$ cat config.mk
export PLATFORM = sky130hd
export DESIGN_NAME = flip_alpha_gen
export DESIGN_NICKNAME = d
export VERILOG_FILES = /design/src/rtl/flip_alpha_gen.sv
export SDC_FILE = /design/constraint.sdc
export NUM_CORES = 1
export LEC_CHECK = 0
export ABC_AREA = 1
export CORE_MARGIN = 5
export CORE_UTILIZATION = 40
export DETAILED_ROUTE_END_ITERATION = 10
export PLACE_DENSITY = 0.54
export SYNTH_ARGS = -nofsm -noshare
export SYNTH_HDL_FRONTEND = slang
export SYNTH_SLANG_ARGS = --single-unit
$ cat constraint.sdc
create_clock -name i_clk -period 10.2 [get_ports i_clk]
set_input_delay 2.04 -clock i_clk [delete_from_list [all_inputs] [get_ports i_clk]]
set_output_delay 2.04 -clock i_clk [all_outputs]
set_load 0.02 [all_outputs]
$ cat src/rtl/flip_alpha_gen.sv
// Computes alpha^p, alpha^3p, alpha^5p, alpha^7p for two flip positions over
// GF(2^6/2^8/2^10). Square-and-multiply MSB first, then three odd-power products.
module flip_alpha_gen #(
  parameter int unsigned M_MAX    = 10,
  parameter int unsigned EXP_BITS = 10
) (
  input  logic             i_clk,
  input  logic             i_rst_n,
  input  logic [1:0]       i_code,
  input  logic             i_start,
  input  logic             i_clear,
  input  logic [M_MAX-1:0] i_pos1,
  input  logic [M_MAX-1:0] i_pos2,
  output logic [M_MAX-1:0] o_flip_alpha_S1_1,
  output logic [M_MAX-1:0] o_flip_alpha_S3_1,
  output logic [M_MAX-1:0] o_flip_alpha_S5_1,
  output logic [M_MAX-1:0] o_flip_alpha_S7_1,
  output logic [M_MAX-1:0] o_flip_alpha_S1_2,
  output logic [M_MAX-1:0] o_flip_alpha_S3_2,
  output logic [M_MAX-1:0] o_flip_alpha_S5_2,
  output logic [M_MAX-1:0] o_flip_alpha_S7_2,
  output logic             o_flip_alpha_valid,
  output logic             o_busy
);

  localparam int unsigned BIT_W    = $clog2(EXP_BITS);
  localparam logic [1:0]  CODE_GF6 = 2'd0;
  localparam logic [1:0]  CODE_GF8 = 2'd1;
  localparam logic [1:0]  CODE_GF10 = 2'd2;

  typedef enum logic [2:0] {
    S_IDLE, S_EXP, S_ODD1, S_ODD2, S_ODD3, S_ODD4, S_DONE
  } state_t;

  state_t           r_state;
  logic [1:0]       r_code;
  logic [BIT_W-1:0] r_bit;
  logic [M_MAX-1:0] r_pos [2];
  logic [M_MAX-1:0] r_acc [2];
  logic [M_MAX-1:0] r_r2  [2];
  logic [M_MAX-1:0] r_r3  [2];
  logic [M_MAX-1:0] r_r5  [2];
  logic [M_MAX-1:0] r_s1  [2];
  logic [M_MAX-1:0] r_s3  [2];
  logic [M_MAX-1:0] r_s5  [2];
  logic [M_MAX-1:0] r_s7  [2];
  logic             r_valid;
  logic             r_busy;

  logic [M_MAX-1:0] w_ma [2];
  logic [M_MAX-1:0] w_mb [2];
  logic [M_MAX-1:0] w_m1 [2];
  logic [M_MAX-1:0] w_m2 [2];

  // Multiply by alpha (x) with reduction by the selected primitive polynomial.
  function automatic logic [M_MAX-1:0] xtime(input logic [M_MAX-1:0] x, input logic [1:0] c);
    logic [M_MAX-1:0] y;
    case (c)
      CODE_GF6: y = {4'b0, x[4:0], 1'b0} ^ (x[5] ? 10'h003 : 10'h000);
      CODE_GF8: y = {2'b0, x[6:0], 1'b0} ^ (x[7] ? 10'h01D : 10'h000);
      default:  y = {x[8:0], 1'b0}       ^ (x[9] ? 10'h009 : 10'h000);
    endcase
    return y;
  endfunction

  function automatic logic [M_MAX-1:0] gf_mul(input logic [M_MAX-1:0] a, input logic [M_MAX-1:0] b,
                                              input logic [1:0] c);
    logic [M_MAX-1:0] p;
    p = '0;
    for (int i = M_MAX - 1; i >= 0; i--) begin
      p = xtime(p, c);
      if (b[i]) p = p ^ a;
    end
    return p;
  endfunction

  // One shared multiplier per datapath; the operand pair follows the phase.
  always_comb begin
    for (int d = 0; d < 2; d++) begin
      w_ma[d] = r_acc[d];
      w_mb[d] = r_acc[d];
      case (r_state)
        S_ODD2:  w_mb[d] = r_r2[d];
        S_ODD3:  begin w_ma[d] = r_r3[d]; w_mb[d] = r_r2[d]; end
        S_ODD4:  begin w_ma[d] = r_r5[d]; w_mb[d] = r_r2[d]; end
        default: ;
      endcase
      w_m1[d] = gf_mul(w_ma[d], w_mb[d], r_code);
      w_m2[d] = r_pos[d][r_bit] ? xtime(w_m1[d], r_code) : w_m1[d];
    end
  end

  always_ff @(posedge i_clk) begin
    if (!i_rst_n) begin
      r_state <= S_IDLE;
      r_code  <= '0;
      r_bit   <= '0;
      r_valid <= 1'b0;
      r_busy  <= 1'b0;
      for (int d = 0; d < 2; d++) begin
        r_pos[d] <= '0; r_acc[d] <= '0; r_r2[d] <= '0; r_r3[d] <= '0; r_r5[d] <= '0;
        r_s1[d]  <= '0; r_s3[d]  <= '0; r_s5[d] <= '0; r_s7[d] <= '0;
      end
    end else begin
      case (r_state)
        S_IDLE, S_DONE: begin
          if (i_start) begin
            r_state  <= S_EXP;
            r_code   <= (i_code == 2'd3) ? CODE_GF10 : i_code;
            r_bit    <= BIT_W'(EXP_BITS - 1);
            r_pos[0] <= i_pos1;
            r_pos[1] <= i_pos2;
            r_valid  <= 1'b0;
            r_busy   <= 1'b1;
            for (int d = 0; d < 2; d++) begin
              r_acc[d] <= M_MAX'(1);
              r_s1[d] <= '0; r_s3[d] <= '0; r_s5[d] <= '0; r_s7[d] <= '0;
            end
          end else if (i_clear && r_state == S_DONE) begin
            r_state <= S_IDLE;
            r_valid <= 1'b0;
            for (int d = 0; d < 2; d++) begin
              r_s1[d] <= '0; r_s3[d] <= '0; r_s5[d] <= '0; r_s7[d] <= '0;
            end
          end
        end
        default: begin
          if (i_clear) begin
            r_state <= S_IDLE;
            r_busy  <= 1'b0;
          end else begin
            case (r_state)
              S_EXP: begin
                for (int d = 0; d < 2; d++) r_acc[d] <= w_m2[d];
                if (r_bit == '0) r_state <= S_ODD1;
                else             r_bit   <= r_bit - BIT_W'(1);
              end
              S_ODD1: begin
                for (int d = 0; d < 2; d++) r_r2[d] <= w_m1[d];
                r_state <= S_ODD2;
              end
              S_ODD2: begin
                for (int d = 0; d < 2; d++) r_r3[d] <= w_m1[d];
                r_state <= S_ODD3;
              end
              S_ODD3: begin
                for (int d = 0; d < 2; d++) r_r5[d] <= w_m1[d];
                r_state <= S_ODD4;
              end
              default: begin
                // Higher odd powers only exist for the GF(2^10) code.
                for (int d = 0; d < 2; d++) begin
                  r_s1[d] <= r_acc[d];
                  r_s3[d] <= r_r3[d];
                  r_s5[d] <= (r_code == CODE_GF10) ? r_r5[d] : '0;
                  r_s7[d] <= (r_code == CODE_GF10) ? w_m1[d] : '0;
                end
                r_valid <= 1'b1;
                r_busy  <= 1'b0;
                r_state <= S_DONE;
              end
            endcase
          end
        end
      endcase
    end
  end

  assign o_flip_alpha_S1_1  = r_s1[0];
  assign o_flip_alpha_S3_1  = r_s3[0];
  assign o_flip_alpha_S5_1  = r_s5[0];
  assign o_flip_alpha_S7_1  = r_s7[0];
  assign o_flip_alpha_S1_2  = r_s1[1];
  assign o_flip_alpha_S3_2  = r_s3[1];
  assign o_flip_alpha_S5_2  = r_s5[1];
  assign o_flip_alpha_S7_2  = r_s7[1];
  assign o_flip_alpha_valid = r_valid;
  assign o_busy             = r_busy;

endmodule

== Yosys cells after proc, flatten, opt, wreduce, memory -nomap -nowiden ==
Memories as Yosys holds them, arrays and structs flattened.
Index checks and enable logic that the tools add are counted.
Cells by class
  $add $sub $neg: 1
  multiply operators: 0
  divide/modulo/power cells: 0
  magnitude comparators: 1
  equal/unequal tests: 16
  shift operators: 0
  mux-type cells: 206
  bitwise operators: 114
  reductions and logical operators: 13
Operators by type and width (number)
  $mux 10: 64
  $pmux 10 s2: 22
  $xor 10x4->10: 20
  $xor 10x10->10: 18
  $xor 8x5->8: 20
  $xor 6x2->6: 20
  $mux 4: 25
  $mux 5: 20
  $mux 1: 46
  $mux 2: 21
  $or 1x1->1: 36
  $mux 3: 5
  $pmux 3 s4: 1
  $eq 3x3->1 const B: 3
  $bmux 1 s4: 2
  $eq 3x2->1 const B: 2
  $ne 2x1->1 const B: 3
  $reduce_and 2->1: 3
  $lt 4x5->1 const B: 1
  $eq 2x2->1 const B: 2
  $logic_not 4->1: 1
  $ne 4x3->1 const B: 1
  $reduce_and 4->1: 1
  $reduce_or 4->1: 1
  other kinds (13): 13
Word-level totals
  bits in registers: 11
  latch bits: 0
  memory bits (writable): 180
  bits in read-only memories: 0
  input bits: 26
  output and inout bits: 82
  logic and storage cells: 365
  memories kept: 9
Memory list
  r_acc: words 2, bits a word 10, rd ports 2, clocked after Yosys merged registers in 0, wr ports 2, line 39  | logic [M_MAX-1:0] r_acc [2];
  r_pos: words 2, bits a word 10, rd ports 2, clocked after Yosys merged registers in 0, wr ports 2, line 38  | logic [M_MAX-1:0] r_pos [2];
  r_r2: words 2, bits a word 10, rd ports 2, clocked after Yosys merged registers in 0, wr ports 2, line 40  | logic [M_MAX-1:0] r_r2 [2];
  r_r3: words 2, bits a word 10, rd ports 2, clocked after Yosys merged registers in 0, wr ports 2, line 41  | logic [M_MAX-1:0] r_r3 [2];
  r_r5: words 2, bits a word 10, rd ports 2, clocked after Yosys merged registers in 0, wr ports 2, line 42  | logic [M_MAX-1:0] r_r5 [2];
  r_s1: words 2, bits a word 10, rd ports 2, clocked after Yosys merged registers in 0, wr ports 2, line 43  | logic [M_MAX-1:0] r_s1 [2];
  3 more memories

== Logic depth before layout (Yosys ltp) ==
Gate-level depths: netlist (run 1).
  depth in word-level cells: 54
  depth in mapped cells: 41
  gate-level depth less buffers: 40

== Least setup slack after synthesis (run 1) ==
No wires, ideal clock.
  path kind: input to register
  start: in i_clear
  end: mem r_s1[0][0], enable pin
  setup time: 1161 ps
  arrival time: 4770 ps
  required time: 9039 ps
  setup slack: 4268 ps
  stages on the path: 6
  path buffers: 1
  path through: clkbuf_1 > inv_1 > nand3_1 > nor2_1 > nand2_1 > nand4_1
RTL lines
  start: declaration: line 11  | input logic i_clear,
  end: declaration: line 43

==> flow_summary.json, run 1 <==
{
  "grt_setup_unrepaired": "no",
  "synth_nets": 1996,
  "post_cts_resized": 0,
  "timing.final.crit_period_ns": 5.90,
  "library_cells_used_by_synthesis": 53,
  "nFillCells": 3547,
  "dr_total_vias": 13037,
  "chipWidth_um": 197,
  "initial_utilization_pct": 40.6,
  "max_slew_margin_pct": 19.5,
  "finalClockSkew_ns": 0.00912,
  "worst-endpoint-arrival_ns": 6.06,
  "synth.top_cell.area_share_pct": 38.5,
  "worst_hold_path_type": "reg -> reg",
  "endpoint": "r_acc[0][10]",
  "drive_gt1_share_pct": 8.46,
  "hpwlAfterDp_um": 32800,
  "clock_tree.htree_level_count": 4,
  "critical_path.startpoint": "r_state[2]",
  "worst_r2r_endpoint": "r_acc[0][10]",
  "grt_pass1_vias": 12497,
  "detailedRoute.firstPassIterationCount": 5,
  "cts_setup_buffers": 0,
  "largest_net_degree_at_the_start_of_global_routing": 56,
  "status": "completed",
  "synth_seq_cells": 191,
  "detailed_route_wire_length_per_cell_um": 17.8,
  "clock_insertion_delay_worst_skew_ns": 0.44,
  "worst-setup-path-type": "reg -> reg",
  "clk_pin_slew_worst_paths_ns": 0.07,
  "final_net_count": 2070,
  "clock-root-buffer": "clkbuf_16",
  "max_freq_ghz": 0.169,
  "grt_usage_pct": 22.7,
  "critical_path.slowest_cell": "a21oi_1",
  "worst-slew-pin-transition_ns": 1.21,
  "antenna_cells_inserted": 0,
  "number_of_i_o_pins": 108,
  "endpoint_kind": "register",
  "initial_antenna_violation_count": 0,
  "final-hold-violation-count": 0,
  "data_required_time_at_the_worst_endpoint_ns": 10.36,
  "timing.rr.start": "r_state[2]",
  "finalWeightedCongestion": 0.902,
  "worst_path_largest_cell_delay_ns": 0.94,
  "fp.dieH_um": 197,
  "yosys-top-cells-area": "edfxtp_1, nand2_1, nor2_1, inv_1, nand3_1",
  "post_synth_inst_count": 1969,
  "grt.overflow.total": 0,
  "finalWirelength_um": 44600,
  "numClockSinks": 191,
  "synth.yosys.seq_area_share_pct": 40.1,
  "hold_buffers": 0,
  "mappedNetlistArea_um2": 14000,
  "design.die.area_um2": 39000,
  "syn_area_per_cell_um2": 7.13,
  "core_area_um2": 34600,
  "critPathMaxFanout": 20,
  "start_kind": "register",
  "critical-path-top-cell-by-count": "nand2_1",
  "area_growth_syn_to_layout_pct": 14.1,
  "register_to_register_path_setup_slack_ns": 4.30,
  "detailedRoute.firstIterationViolations": 1115,
  "avgViaCountPerCell": 5.19,
  "first_pass_grt_wire_length_um": 69500,
  "fin_crit_sh_pct": 57.9,
  "final_sum_of_negative_setup_slack_ns": 0,
  "synthDominantAreaCellType": "edfxtp_1",
  "leading_cell_type_in_the_layout_fill_and_taps_excluded": "nand2_1",
  "mostFrequentLayoutCells": "nand2_1, nor2_1, inv_1",
  "finalSetupViolCount": 0,
  "cts-buffers-inserted": 17,
  "worst-r2r-cell-count": 32,
  "port-buffer-count": 107,
  "drc_errors_left": 0,
  "max-clock-path-buffers": 2,
  "slew_viol_final": 0,
  "detail-route-antenna-nets": 0,
  "ys_warn_count": 0,
  "number_of_rows_in_the_core_area": 68,
  "tritoncts": "yes",
  "drv_cap": 0
}
==> cell usage after synthesis, drive strengths merged <==
cell and instances:
nand2 562, nor2 339, inv 289, nand3 187, edfxtp 180, o21ai 78, nand4 53, a21oi 48
xnor2 41, xor2 34, buf 33, nand3b 30, clkbuf 29, o22ai 13, dfxtp 11, clkinv 10
o211ai 7, nor3 6, or2 6, nand2b 3, a31oi 2, a32o 2, o21bai 2, and2 1
and3 1, ha 1, o21a 1
==> layout make-up <==
type	count	area (um^2)	share of cell area [%]
inverter	299	1120	7.02
tap	455	569	3.55
sequential	191	5630	35.1
clock buffer	20	457	2.85
clock inverter	12	133	0.828
multi-input combinational	1417	6970	43.5
timing repair buffer	117	1150	7.15
==> worst min-delay path by stage <==
stage,from,to,slack (ns),cells past startpoint
after floorplan,r_bit[2],r_bit[2],0.47,2
after global placement,r_bit[2],r_bit[2],0.50,2
after detailed placement,r_bit[2],r_bit[2],0.50,2
after CTS,r_bit[2],r_bit[2],0.51,2
after global routing,r_bit[2],r_bit[2],0.53,2
final,r_bit[2],r_bit[2],0.51,2
==> worst max-delay path, delay by kind of cell, from the launching register on <==
| family | cells | cell delay [ns] |
|---|---|---|
| xor+xnor | 1 | 0.14 |
| flops | 1 | 0.79 |
| compound gates | 3 | 1.12 |
| buf+inv | 4 | 0.41 |
| simple gates | 24 | 3.13 |
==> cells by family (layout without fill, tap and decap cells) <==
| family | count (synthesis) | after routing | synth area share [%] |
|---|---|---|---|
| xor+xnor | 75 | 75 | 4.89 |
| flops | 191 | 191 | 40.1 |
| buf+inv | 361 | 448 | 10.5 |
| simple gates | 1188 | 1188 | 37.2 |
| compound gates | 153 | 153 | 7.27 |
| fa+ha+maj | 1 | 1 | 0.0891 |
==> layer usage <==
| layer | track usage [%] | wire, um | vias to the layer above |
|---|---|---|---|
| li1 | - | - | 6456 |
| met1 | 30.2 | 19800 | 6096 |
| met2 | 38.6 | 21300 | 416 |
| met3 | 2.93 | 2350 | 69 |
| met4 | 6.91 | 1090 | 0 |
| met5 | 0 | 0 | - |
==> state kept, by name, indices dropped and copies added (netlist names) <==
name,cells
r_bit,4
r_s1,20
r_acc,20
r_s5,20
r_pos,20
r_s7,20
r_state,3
r_s3,20
r_r3,20
r_r2,20
o_busy,1
o_flip_alpha_valid,1
r_code,2
r_r5,20
==> metrics by stage <==
stage	setup slack (ns)	util (%)	hold slack, ns	instance area, um^2	std cells
after floorplan	4.27	-	0.472	14000	1969
after global placement	4.53	44.6	0.496	15400	2479
after detailed placement	4.40	44.6	0.497	15400	2479
after CTS	4.38	46.3	0.508	16000	2511
after global routing	3.84	46.3	0.531	16000	2511
final	4.30	46.3	0.505	16000	2511
Power of run 1 is left out: the tool's default activity adds up to more than one toggle a clock period on the data nets, which glitch-free logic cannot reach.
==> run 2, diff against run 1 <==
--- a/config.mk
+++ b/config.mk
@@ -9,7 +9,7 @@
 export CORE_MARGIN = 5
 export CORE_UTILIZATION = 40
 export DETAILED_ROUTE_END_ITERATION = 10
-export PLACE_DENSITY = 0.54
+export PLACE_DENSITY = 0.56
 export SYNTH_ARGS = -nofsm -noshare
 export SYNTH_HDL_FRONTEND = slang
 export SYNTH_SLANG_ARGS = --single-unit
==> constraint.sdc (replaced) <==
create_clock -name i_clk -period 5.4 [get_ports i_clk]
set_input_delay 1.08 -clock i_clk [delete_from_list [all_inputs] [get_ports i_clk]]
set_output_delay 1.08 -clock i_clk [all_outputs]
set_load 0.02 [all_outputs]
==> run 2 against run 1 <==
Against the previous run: routed wire length down 1.6%; highest routed layer unchanged; utilization increased by 0.28 points; hold slack better by 0.0089 ns; register-to-register slack worse by 3.7 ns; critical path type unchanged.
==> flow_summary.json, run 2 (same netlist as run 1, synthesis figures left out) <==
{
  "status": "completed",
  "hpwlAfterDp_um": 33200,
  "finish.cell_count_without_fillers": 2528,
  "finalClockSkew_ns": 0.00975,
  "avgViaCountPerCell": 5.18,
  "drive_gt1_share_pct": 8.97,
  "drv_cap": 0,
  "finalSetupViolCount": 0,
  "clk_pin_slew_worst_paths_ns": 0.07,
  "timing.rr.start": "r_state[0]",
  "grt_usage_pct": 22.2,
  "number_of_rows_in_the_core_area": 68,
  "initial_antenna_violation_count": 0,
  "core_area_um2": 34600,
  "critPathMaxFanout": 22,
  "placed_cells_incl_taps": 2496,
  "data_required_time_at_the_worst_endpoint_ns": 5.59,
  "path_depth": 28,
  "worst-slew-pin-transition_ns": 1.23,
  "finalWeightedCongestion": 0.898,
  "timing.final.crit_period_ns": 4.84,
  "slew_viol_final": 0,
  "design.die.area_um2": 39000,
  "worst_hold_path_type": "reg -> reg",
  "drc_errors_left": 0,
  "worst-r2r-cell-count": 28,
  "grt_setup_unrepaired": "no",
  "grt_pass1_vias": 12383,
  "tritoncts": "yes",
  "cts_setup_buffers": 0,
  "endpoint": "r_acc[0][12]",
  "place_worst_setup_slack_ns": 0.662,
  "post_cts_resized": 0,
  "grt.overflow.total": 0,
  "hold_buffers": 0,
  "max-clock-path-buffers": 2,
  "mostFrequentLayoutCells": "nand2_1, nor2_1, inv_1",
  "worst-setup-path-type": "reg -> reg",
  "worst_r2r_endpoint": "r_acc[0][12]",
  "final-hold-violation-count": 0,
  "port-buffer-count": 107,
  "cp_top_family": "simple AND/OR/NAND/NOR gates",
  "nFillCells": 3551,
  "leading_cell_type_in_the_layout_fill_and_taps_excluded": "nand2_1",
  "critical_path.slowest_cell": "dfxtp_1",
  "fin_crit_sh_pct": 89.5,
  "detailedRoute.firstIterationViolations": 1111,
  "worst-endpoint-arrival_ns": 5.03,
  "detailedRoute.firstPassIterationCount": 5,
  "dr_total_vias": 13088,
  "antenna_cells_inserted": 0,
  "final_net_count": 2087,
  "max_slew_margin_pct": 17.9,
  "clock_insertion_delay_worst_skew_ns": 0.44,
  "detail-route-antenna-nets": 0,
  "register_to_register_path_setup_slack_ns": 0.56,
  "detailed_route_wire_length_per_cell_um": 17.4,
  "worst_path_largest_cell_delay_ns": 0.61,
  "cp.buffers_inverters": 3,
  "clock_tree.htree_level_count": 4,
  "critical_path.startpoint": "r_state[0]",
  "largest_net_degree_at_the_start_of_global_routing": 81,
  "start_kind": "register",
  "initial_utilization_pct": 40.6,
  "number_of_i_o_pins": 108,
  "final_sum_of_negative_setup_slack_ns": 0,
  "layout_setup_ws_ns": 0.565,
  "clock-root-buffer": "clkbuf_16",
  "chipWidth_um": 197,
  "numClockSinks": 191,
  "max_freq_ghz": 0.207,
  "critical-path-top-cell-by-count": "nand2_1",
  "endpoint_kind": "register",
  "cts-buffers-inserted": 17,
  "finalWirelength_um": 43900,
  "fp.dieH_um": 197,
  "area_growth_syn_to_layout_pct": 14.8,
  "first_pass_grt_wire_length_um": 68400
}
==> run 2: changes by cell type in the layout (fill, tap and decap cells not counted) <==
cell	before	now
clkinvlp_4	5	4
clkbuf_1	1	6
clkbuf_8	2	0
clkinv_2	1	0
inv_6	2	1
buf_4	10	27
==> run 2: metrics by stage <==
stage	instance area (um^2)	hold WS [ns]	util, %
after floorplan	14000	0.472	-
after global placement	15600	0.498	44.9
after detailed placement	15600	0.500	44.9
after CTS	16100	0.511	46.6
after global routing	16100	0.542	46.6
final	16100	0.514	46.6
==> run 2: worst min path at each step <==
stage | from | end | slack (ns) | cells past startpoint
2_1_floorplan | r_bit[2] | r_bit[2] | 0.47 | 2
3_3_place_gp | r_bit[2] | r_bit[2] | 0.50 | 2
3_5_place_dp | r_bit[2] | r_bit[2] | 0.50 | 2
4_1_cts | r_bit[2] | r_bit[2] | 0.51 | 2
5_1_grt | r_bit[2] | r_bit[2] | 0.54 | 2
6_report | r_bit[2] | r_bit[2] | 0.51 | 2
==> run 2: worst reg2reg max path, delay by kind of cell, from the launching register on <==
kind	cells	cell delay (ns)
xor gates and xnor gates	1	0.19
AOI/OAI and AO/OA	3	0.41
buffers and inverters	3	0.56
DFF	1	0.61
and+or+nand+nor	21	2.82
==> run 2: layout make-up <==
cell class | count | area (um^2) | area share [%]
Inverter | 299 | 1120 | 6.98
Clock inverter | 9 | 111 | 0.691
Sequential cell | 191 | 5630 | 34.9
Multi-Input combinational cell | 1417 | 6970 | 43.2
Clock buffer | 23 | 448 | 2.78
Timing Repair Buffer | 134 | 1270 | 7.90
Tap cell | 455 | 569 | 3.53
==> run 2: layer usage <==
layer	vias to the layer above	track usage [%]	wire [um]
li1	6483	-	-
met1	6116	29.6	19400
met2	412	37.9	21100
met3	77	2.98	2400
met4	0	6.27	977
met5	-	0	0
Power of run 2 is left out for the same reason.
